[src/rtl/instruction_fetch_unit_pkg.sv]
// Shared CPU definitions for pipeline Stage 0: fetch states, the PC select
// encoding and the layout of the Stage 0 buffer that the decoder slices.
package instruction_fetch_unit_pkg;

  localparam int INSTRBITWIDTH = 16;
  localparam int DATABITWIDTH_DEF = 16;
  localparam logic [15:0] RESETVECTOR_DEF = 16'h0000;

  typedef enum logic [1:0] {
    IDLE,
    RUN,
    STALL,
    HALTED
  } FetchState_t;

  typedef enum logic [1:0] {
    PC_HOLD,
    PC_INC,
    PC_LOAD
  } PcSel_t;

  // Buffer layout, MSB first: {valid, instruction, pc}
  function automatic int stage0BufferWidth(input int dataBitWidth);
    return 1 + INSTRBITWIDTH + dataBitWidth;
  endfunction

  localparam int STAGE0_BUFFER_WIDTH = stage0BufferWidth(DATABITWIDTH_DEF);

endpackage

[src/rtl/instruction_fetch_unit_if.sv]
// Fetch-stage bus: control requests from later stages, the instruction ROM
// port and the registered Stage 0 buffer outputs.
interface instruction_fetch_unit_if #(
  parameter int DATABITWIDTH = 16
);

  logic                    SystemEn;
  logic                    StallEn;
  logic                    BranchValid;
  logic [DATABITWIDTH-1:0] BranchTarget;
  logic                    HaltReq;
  logic [DATABITWIDTH-1:0] InstructionAddress;
  logic [15:0]             InstructionIn;
  logic                    FetchValid;
  logic [15:0]             FetchInstruction;
  logic [DATABITWIDTH-1:0] FetchPC;
  logic                    FetchFlush;
  logic                    HaltOut;
  logic [15:0]             FetchCount;

  modport master (
    input  SystemEn, StallEn, BranchValid, BranchTarget, HaltReq, InstructionIn,
    output InstructionAddress, FetchValid, FetchInstruction, FetchPC,
           FetchFlush, HaltOut, FetchCount
  );

  modport slave (
    output SystemEn, StallEn, BranchValid, BranchTarget, HaltReq, InstructionIn,
    input  InstructionAddress, FetchValid, FetchInstruction, FetchPC,
           FetchFlush, HaltOut, FetchCount
  );

endinterface

[src/rtl/instruction_fetch_unit_fetch_pc_reg.sv]
// Program counter register with hold / increment / load-target select.
// Increment wraps naturally at 2^DATABITWIDTH.
module fetch_pc_reg
  import instruction_fetch_unit_pkg::*;
#(
  parameter int                    DATABITWIDTH = DATABITWIDTH_DEF,
  parameter logic [DATABITWIDTH-1:0] RESETVECTOR = '0
) (
  input  logic                    clk,
  input  logic                    sync_rst_n,
  input  logic                    clk_en,
  input  PcSel_t                  pcSel,
  input  logic [DATABITWIDTH-1:0] branchTarget,
  output logic [DATABITWIDTH-1:0] pc
);

  always_ff @(posedge clk) begin
    if (!sync_rst_n) begin
      pc <= RESETVECTOR;
    end else if (clk_en) begin
      case (pcSel)
        PC_INC:  pc <= pc + DATABITWIDTH'(1);
        PC_LOAD: pc <= branchTarget;
        default: pc <= pc;
      endcase
    end
  end

endmodule

[src/rtl/instruction_fetch_unit.sv]
// Pipeline Stage 0: run/stall/redirect/halt control, the registered Stage 0
// buffer {valid, instruction, pc}, the redirect flush pulse and a fetch counter.
module instruction_fetch_unit
  import instruction_fetch_unit_pkg::*;
#(
  parameter int                    DATABITWIDTH = DATABITWIDTH_DEF,
  parameter logic [DATABITWIDTH-1:0] RESETVECTOR = DATABITWIDTH'(RESETVECTOR_DEF)
) (
  input logic                     clk,
  input logic                     sync_rst_n,
  input logic                     clk_en,
  instruction_fetch_unit_if.master fetchBus
);

  localparam int BUFW = stage0BufferWidth(DATABITWIDTH);

  FetchState_t             state, stateNext;
  logic [BUFW-1:0]         stage0Buf, stage0BufNext;
  logic                    flush, flushNext;
  logic [15:0]             count, countNext;
  PcSel_t                  pcSel;
  logic [DATABITWIDTH-1:0] pc;

  fetch_pc_reg #(
    .DATABITWIDTH(DATABITWIDTH),
    .RESETVECTOR (RESETVECTOR)
  ) pcReg (
    .clk         (clk),
    .sync_rst_n  (sync_rst_n),
    .clk_en      (clk_en),
    .pcSel       (pcSel),
    .branchTarget(fetchBus.BranchTarget),
    .pc          (pc)
  );

  // Losing SystemEn stops fetching outright; otherwise branch > halt > stall > fetch.
  always_comb begin
    stateNext     = state;
    stage0BufNext = stage0Buf;
    flushNext     = 1'b0;
    countNext     = count;
    pcSel         = PC_HOLD;
    case (state)
      IDLE: begin
        stage0BufNext[BUFW-1] = 1'b0;
        if (fetchBus.SystemEn) stateNext = RUN;
      end
      RUN, STALL: begin
        if (!fetchBus.SystemEn) begin
          stateNext             = IDLE;
          stage0BufNext[BUFW-1] = 1'b0;
        end else if (fetchBus.BranchValid) begin
          pcSel                 = PC_LOAD;
          stage0BufNext[BUFW-1] = 1'b0;
          flushNext             = 1'b1;
          stateNext             = fetchBus.HaltReq ? HALTED : RUN;
        end else if (fetchBus.HaltReq) begin
          stateNext             = HALTED;
          stage0BufNext[BUFW-1] = 1'b0;
        end else if (fetchBus.StallEn) begin
          stateNext = STALL;
        end else if (state == STALL) begin
          stateNext = RUN;
        end else begin
          stage0BufNext = {1'b1, fetchBus.InstructionIn, pc};
          pcSel         = PC_INC;
          countNext     = (count == 16'hFFFF) ? count : count + 16'd1;
        end
      end
      HALTED: begin
        stage0BufNext[BUFW-1] = 1'b0;
        if (!fetchBus.SystemEn) stateNext = IDLE;
      end
      default: stateNext = IDLE;
    endcase
  end

  always_ff @(posedge clk) begin
    if (!sync_rst_n) begin
      state     <= IDLE;
      stage0Buf <= '0;
      flush     <= 1'b0;
      count     <= '0;
    end else if (clk_en) begin
      state     <= stateNext;
      stage0Buf <= stage0BufNext;
      flush     <= flushNext;
      count     <= countNext;
    end
  end

  assign fetchBus.InstructionAddress = pc;
  assign fetchBus.FetchValid         = stage0Buf[BUFW-1];
  assign fetchBus.FetchInstruction   = stage0Buf[BUFW-2 -: INSTRBITWIDTH];
  assign fetchBus.FetchPC            = stage0Buf[DATABITWIDTH-1:0];
  assign fetchBus.FetchFlush         = flush;
  assign fetchBus.HaltOut            = (state == HALTED);
  assign fetchBus.FetchCount         = count;

endmodule
[src/flat_wrapper.sv]
// flat-port wrapper written by rule: the top's interface ports become plain ports
module instruction_fetch_unit_flat import instruction_fetch_unit_pkg::*;
#(
  parameter int                    DATABITWIDTH = DATABITWIDTH_DEF,
  parameter logic [DATABITWIDTH-1:0] RESETVECTOR = DATABITWIDTH'(RESETVECTOR_DEF)
)
  (clk, sync_rst_n, clk_en, fetchBus_SystemEn, fetchBus_StallEn, fetchBus_BranchValid, fetchBus_BranchTarget, fetchBus_HaltReq, fetchBus_InstructionIn, fetchBus_InstructionAddress, fetchBus_FetchValid, fetchBus_FetchInstruction, fetchBus_FetchPC, fetchBus_FetchFlush, fetchBus_HaltOut, fetchBus_FetchCount);
  instruction_fetch_unit_if #(.DATABITWIDTH(DATABITWIDTH)) fetchBus_i ();
  input logic clk;
  input logic sync_rst_n;
  input logic clk_en;
  input wire logic [$bits(fetchBus_i.SystemEn)-1:0] fetchBus_SystemEn;
  input wire logic [$bits(fetchBus_i.StallEn)-1:0] fetchBus_StallEn;
  input wire logic [$bits(fetchBus_i.BranchValid)-1:0] fetchBus_BranchValid;
  input wire logic [$bits(fetchBus_i.BranchTarget)-1:0] fetchBus_BranchTarget;
  input wire logic [$bits(fetchBus_i.HaltReq)-1:0] fetchBus_HaltReq;
  input wire logic [$bits(fetchBus_i.InstructionIn)-1:0] fetchBus_InstructionIn;
  output wire logic [$bits(fetchBus_i.InstructionAddress)-1:0] fetchBus_InstructionAddress;
  output wire logic [$bits(fetchBus_i.FetchValid)-1:0] fetchBus_FetchValid;
  output wire logic [$bits(fetchBus_i.FetchInstruction)-1:0] fetchBus_FetchInstruction;
  output wire logic [$bits(fetchBus_i.FetchPC)-1:0] fetchBus_FetchPC;
  output wire logic [$bits(fetchBus_i.FetchFlush)-1:0] fetchBus_FetchFlush;
  output wire logic [$bits(fetchBus_i.HaltOut)-1:0] fetchBus_HaltOut;
  output wire logic [$bits(fetchBus_i.FetchCount)-1:0] fetchBus_FetchCount;
  assign fetchBus_i.SystemEn = fetchBus_SystemEn;
  assign fetchBus_i.StallEn = fetchBus_StallEn;
  assign fetchBus_i.BranchValid = fetchBus_BranchValid;
  assign fetchBus_i.BranchTarget = fetchBus_BranchTarget;
  assign fetchBus_i.HaltReq = fetchBus_HaltReq;
  assign fetchBus_i.InstructionIn = fetchBus_InstructionIn;
  assign fetchBus_InstructionAddress = fetchBus_i.InstructionAddress;
  assign fetchBus_FetchValid = fetchBus_i.FetchValid;
  assign fetchBus_FetchInstruction = fetchBus_i.FetchInstruction;
  assign fetchBus_FetchPC = fetchBus_i.FetchPC;
  assign fetchBus_FetchFlush = fetchBus_i.FetchFlush;
  assign fetchBus_HaltOut = fetchBus_i.HaltOut;
  assign fetchBus_FetchCount = fetchBus_i.FetchCount;
  instruction_fetch_unit #(.DATABITWIDTH(DATABITWIDTH), .RESETVECTOR(RESETVECTOR)) u_core (.clk(clk), .sync_rst_n(sync_rst_n), .clk_en(clk_en), .fetchBus(fetchBus_i));
endmodule
[config.mk]
export PLATFORM = sky130hd
export DESIGN_NAME = instruction_fetch_unit_flat
export DESIGN_NICKNAME = d
export VERILOG_FILES = /design/src/rtl/instruction_fetch_unit_pkg.sv /design/src/rtl/instruction_fetch_unit_if.sv /design/src/rtl/instruction_fetch_unit_fetch_pc_reg.sv /design/src/rtl/instruction_fetch_unit.sv /design/src/flat_wrapper.sv
export SDC_FILE = /design/constraint.sdc
export NUM_CORES = 1
export LEC_CHECK = 0
export CELL_PAD_IN_SITES_DETAIL_PLACEMENT = 0
export CELL_PAD_IN_SITES_GLOBAL_PLACEMENT = 1
export CORE_UTILIZATION = 33
export CTS_CLUSTER_DIAMETER = 120
export DETAILED_ROUTE_END_ITERATION = 6
export PLACE_DENSITY_LB_ADDON = 0.1
export SETUP_SLACK_MARGIN = 0.15
export SKIP_LAST_GASP = 1
export SLEW_MARGIN = 20
export SYNTH_ARGS = -nofsm -noshare
export SYNTH_HDL_FRONTEND = slang
export SYNTH_SLANG_ARGS = --single-unit
[constraint.sdc]
create_clock -name clk -period 3.6 [get_ports clk]
set_clock_uncertainty 0.2 [all_clocks]
set_input_delay 0.72 -clock clk [delete_from_list [all_inputs] [get_ports clk]]
set_output_delay 0.72 -clock clk [all_outputs]
set_load 0.01 [all_outputs]
==> impl_metrics.tcl, run 1 <==
set metrics [dict create \
    h-tree-depth 3 \
    crit_type "input port to register" \
    io_buffer_count 105 \
    syn-cell-area_mm2 0.00325 \
    tightestPinTransition_ps 538 \
    setup_tns_ps 0 \
    path_cells "clkdlybuf4s50_1, and4bb_2, nand2_1, ha_1, nand2b_1, or3_1, a31oi_1" \
    min_path_type "register to register" \
    vdd_drop_max_uv 146 \
    gp_congestion 0.786 \
    grt-ovfl-total 0 \
    post-route-cell-area_mm2 0.00459 \
    end_kind "register" \
    r2r_start "u_core.state[0]" \
    relSlewSlack 0.641 \
    final_layout_size_suffix_gt1_frac 0.0684 \
    finish.utilization 0.490 \
    cts_tree "built" \
    cts-root-buf "clkbuf_8" \
    critPathTopFamily "simple AND/OR/NAND/NOR gates" \
    p_leak_nw 1.46 \
    synth-seq-cells 68 \
    io_pins 106 \
    drv_cap 0 \
    crit_buf_inv 1 \
    grt_max_degree 33 \
    finalPower_mw 1.44 \
    drc 0 \
    synth_ff_type "dfxtp_1" \
    power_density_mw_per_mm2 314 \
    syn_nets 453 \
    fill_cells 1009 \
    routed_via_density 5.21 \
    worst_ep_arrival_time_ps 2920 \
    top_usage_layer "met2" \
    die_x_um 101 \
    num_vias 3342 \
    start_util 0.346 \
    post_cts_buffers 0 \
    hold_violations 0 \
    startpoint_type "input port" \
    final-setup-viol-count 0 \
    crit_path_top_delay_cell "clkdlybuf4s50_1" \
    drv_slew 0 \
    worst_ep_required_time_ps 3660 \
    rows 35 \
    synth_common_cells "nand2_1, dfxtp_1, a21oi_1" \
    ctsLongestPathBuffers 2 \
    dpl_cell_area_mm2 0.00443 \
    slowest_delay_ps 540 \
    synthTopCellsByArea "dfxtp_1, nand2_1, a21oi_1" \
    r2r_slack_ps 860 \
    die_h_um 101 \
    avgSynthCellArea_um2 7.98 \
    drt-initial-drc-count 205 \
    die_area_mm2 0.0102 \
    clk_pin_slew_ps 70 \
    fmax_ghz 0.349 \
    startpoint "fetchBus_SystemEn" \
    fin_crit_sh 0.795 \
    grt_use_total 0.188 \
    grt_pass1_wl_um 15000 \
    ant_nets 0 \
    grt.met1_usage 0.263 \
    grt_setup_unrepaired "no" \
    synth_top_area_cell "dfxtp_1" \
    outcome "complete, no violations" \
    grt_pass1_vias 2964 \
    synth-edff-count 0 \
    yosysWarnings 0 \
    grt_util_met3 0.0414 \
    numCtsBuffers 9 \
    fin_nets 553 \
    yosysTopAreaCellShare 0.419 \
    hpwl_um 6700 \
    ctsResizeCount 0 \
    seq_area_frac_synth 0.419 \
    crit_fanout 15 \
    yosysMostFrequentCell "nand2_1" \
    crit_path_end "u_core.pcReg.pc[0]" \
    wl_um 9450 \
    ff2ff_path_depth 8 \
    area_growth_syn_to_layout_pct 41.5 \
    synth_cells 407 \
    clock_sinks 68 \
    postCtsHoldBufs 0 \
    async_flop_share 0 \
    wire_per_inst_um 14.7 \
    whs_path_depth 2 \
    ys_types 51 \
    core_mm2 0.00937 \
    use_met2 0.289 \
    grt_antenna_before_repair 0 \
    layout_min_cycle_time_ps 2860 \
    insertion_delay_ps 340 \
    r2r-end "u_core.pcReg.pc[0]" \
    antenna_cells 0 \
    cp_num_cells 7 \
    firstDrtPassIters 4 \
]
[through the flow]
stage | hold WS [ps] | setup WS, ps | instances
2_1_floorplan | 281 | 1060 | 407
3_3_place_gp | 241 | 413 | 625
3_5_place_dp | 245 | 376 | 625
4_1_cts | 255 | 733 | 641
5_1_grt | 270 | 539 | 641
6_report | 252 | 737 | 641
[cell usage in the layout (no fill, tap or decap), types with 2 or more instances in the layout]
cell,count
o311ai_0,3
clkbuf_8,9
o31ai_1,8
or4_1,9
nand3_1,16
nor3_1,3
nand2_1,86
o21ai_0,10
a31oi_1,8
nor2_1,13
and3_1,7
clkinv_2,4
o21a_1,2
o41ai_1,3
clkdlybuf4s50_1,105
o32ai_1,2
buf_4,12
clkbuf_1,2
and4_1,3
o22ai_1,2
nand4_1,7
or3_1,3
nand2b_1,6
dfxtp_1,68
inv_1,10
mux2i_1,7
a21oi_1,54
o211ai_1,4
a211oi_1,3
nor4_1,10
nor4b_1,2
ha_1,7
nand3b_1,2
[worst min-delay path by stage]
stage                               from                    to  slack [ps]
finish              u_core.stage0Buf[19]  u_core.stage0Buf[19]         250
global route        u_core.stage0Buf[24]  u_core.stage0Buf[24]         270
CTS                 u_core.stage0Buf[19]  u_core.stage0Buf[19]         260
detailed placement  u_core.stage0Buf[19]  u_core.stage0Buf[19]         250
global placement    u_core.stage0Buf[19]  u_core.stage0Buf[19]         240
floorplan            u_core.stage0Buf[0]   u_core.stage0Buf[0]         280
[worst min-delay path, stage by stage, from the launching register on]
cell	delay (ps)
dfxtp_1	310
nand2_1	50
a21oi_1	50
[layout make-up]
| class | count | area (um^2) | share of cell area |
|---|---|---|---|
| tap | 129 | 161 | 0.0351 |
| clock buffer | 11 | 131 | 0.0286 |
| clock inverter | 5 | 28.8 | 0.00626 |
| inverter | 12 | 45.0 | 0.00980 |
| sequential | 68 | 1360 | 0.296 |
| multi-input combinational | 299 | 1730 | 0.376 |
| timing repair buffer | 117 | 1140 | 0.248 |
[layer usage]
layer  share of wire  vias to the layer above
met5               0                        -
met4           0.010                        0
met3           0.053                        9
met2            0.44                       87
met1            0.49                     1563
li1                -                     1683
[report_power, final]
| group | switching [mW] | internal, mW | total (mW) | leakage (nW) |
|---|---|---|---|---|
| clock | 0.287 | 0.247 | 0.533 | 0.0868 |
| sequential | 0.0126 | 0.761 | 0.773 | 0.548 |
| combinational | 0.0608 | 0.0732 | 0.134 | 0.830 |
[sequential cells by signal, summed over array words and instances (netlist names)]
signal / count
u_core.stage0Buf: 33
u_core.pcReg.pc: 16
u_core.fetchBus.FetchCount: 16
u_core.state: 2
u_core.fetchBus.FetchFlush: 1
[logic make-up after synthesis]
logic type,after synthesis,synth area share
buffers and inverters,40,0.0512
adder cells (fa/ha/maj),7,0.0270
AND/OR/NAND/NOR,176,0.272
AO/OA/AOI/OAI,108,0.205
multiplexers,8,0.0250
flip-flops,68,0.419
No activity file was read; power rests on OpenSTA's default activity.
==> run 2, diff against run 1 <==
Clock period 3.6 ns to 2.9 ns, I/O delays scaled along.
==> run 2 against run 1 <==
Flip-flop and latch count unchanged. Hold slack improved by 1.0 ps. Power grew 30%. Wire length is 1.1% lower. Critical path depth is 2 higher. Sequential power is 24% higher. Worst setup slack worse by 360 ps.
==> impl_metrics.tcl, run 2 (synthesized netlist as in run 1, its figures left out) <==
set metrics [dict create \
    p_leak_nw 1.50 \
    grt_max_degree 35 \
    p_int_mw 1.43 \
    ctsResizeCount 0 \
    area_growth_syn_to_layout_pct 44.2 \
    final_layout_size_suffix_gt1_frac 0.0774 \
    end_kind "register" \
    worst_ep_required_time_ps 2920 \
    numCtsBuffers 9 \
    fin_nets 558 \
    grt_setup_unrepaired "no" \
    cts-root-buf "clkbuf_8" \
    seq_power_share 0.512 \
    die_area_mm2 0.0102 \
    setup_tns_ps 0 \
    hpwl_um 6640 \
    path_cells "inv_1, ha_1, and4bb_2, nand2_1, ha_1, nand2b_1, buf_4, nor2_1, o221a_2" \
    fin_ws_ps 372 \
    ant_nets 0 \
    crit_fanout 9 \
    core_mm2 0.00937 \
    tightestPinTransition_ps 410 \
    final-setup-viol-count 0 \
    startpoint "u_core.state[0]" \
    worst_ep_arrival_time_ps 2550 \
    grt_antenna_before_repair 0 \
    largest_reg_flops 33 \
    pwr-share-clk 0.397 \
    routed_via_density 5.16 \
    crit_buf_inv 2 \
    layout_min_cycle_time_ps 2530 \
    drt-initial-drc-count 187 \
    top_register "u_core.stage0Buf" \
    crit_path_top_delay_cell "dfxtp_1" \
    vdd_drop_max_uv 244 \
    pre_cts_ws_ps 12.6 \
    crit_type "register to register" \
    critPathTopFamily "simple AND/OR/NAND/NOR gates" \
    insertion_delay_ps 330 \
    ctsLongestPathBuffers 2 \
    outcome "complete, no violations" \
    clock_sinks 68 \
    wl_um 9340 \
    fin_crit_sh 0.872 \
    grt-ovfl-total 0 \
    antenna_cells 0 \
    crit_top_cell "ha_1" \
    drv_slew 0 \
    firstDrtPassIters 4 \
    post_cts_buffers 0 \
    num_vias 3335 \
    layout_common_cells "clkdlybuf4s50_1, nand2_1, dfxtp_1, a21oi_1, nand3_1" \
    grt_pass1_vias 2917 \
    hold_violations 0 \
    pwr-share-comb 0.092 \
    min_path_type "register to register" \
    clk_pin_slew_ps 70 \
    postCtsHoldBufs 0 \
    grt_use_total 0.183 \
    wire_per_inst_um 14.5 \
    startpoint_type "register" \
    die_h_um 101 \
    r2r_start "u_core.state[0]" \
    rows 35 \
    drc 0 \
    relSlewSlack 0.726 \
    start_util 0.346 \
    slowest_delay_ps 390 \
    drv_cap 0 \
    cts_tree "built" \
    power_density_mw_per_mm2 401 \
    gp_congestion 0.786 \
    grt_pass1_wl_um 14900 \
    final_common_cell "clkdlybuf4s50_1" \
    p_sw_frac 0.236 \
    fmax_ghz 0.396 \
    io_buffer_count 105 \
    io_pins 106 \
    p_sw_mw 0.444 \
    die_x_um 101 \
    h-tree-depth 3 \
    min_from "u_core.stage0Buf[6]" \
]
-- run 2: path summary, 6_finish.rpt --
check,cells past startpoint,endpoint,slack [ps]
worst min register to register,2,u_core.stage0Buf[6],250
worst max-delay path,9,u_core.pcReg.pc[7],370
worst min-delay path,2,u_core.stage0Buf[6],250
worst max register to register,9,u_core.pcReg.pc[7],370
-- run 2: per-stage QoR --
stage | hold WS, ps | utilization | cell area (um^2) | total power [mW] | std cells
3_5_place_dp | 248 | 0.480 | 4500 | 1.15 | 630
2_1_floorplan | 281 | - | 3250 | 1.05 | 407
5_1_grt | 277 | 0.499 | 4680 | 1.97 | 646
3_3_place_gp | 242 | 0.480 | 4500 | 1.15 | 630
4_1_cts | 257 | 0.499 | 4680 | 1.91 | 646
6_report | 253 | 0.499 | 4680 | 1.88 | 646
-- run 2: routing by layer --
layer	global-route usage	share of wire	up-vias
li1	-	-	1693
met1	0.266	0.49	1540
met2	0.273	0.45	89
met3	0.0317	0.053	13
met4	0.0635	0.012	0
met5	0	0	-
-- run 2: final cells by class --
class,instances,area (um^2)
fillers,989,4690
multi-input cells,299,1730
flip-flops and latches,68,1360
repair buffers,122,1200
clock inverters,5,52.6
clock buffers,11,131
well taps,129,161
inverters,12,45.0
-- run 2: tightest hold or removal path: cells and delay by family, from the launching register on --
kind	cells	cell delay, ps
compound gates	1	50
simple gates	1	50
flops	1	310
-- run 2: power by group through the flow --
stage          Combinational (mW)  Sequential (mW)  Clock (mW)
3_3_place_gp                0.172            0.982           0
2_1_floorplan              0.0652            0.981           0
3_5_place_dp                0.173            0.981           0
6_report                    0.172            0.960       0.745
4_1_cts                     0.174            0.960       0.772
5_1_grt                     0.187            0.962       0.819
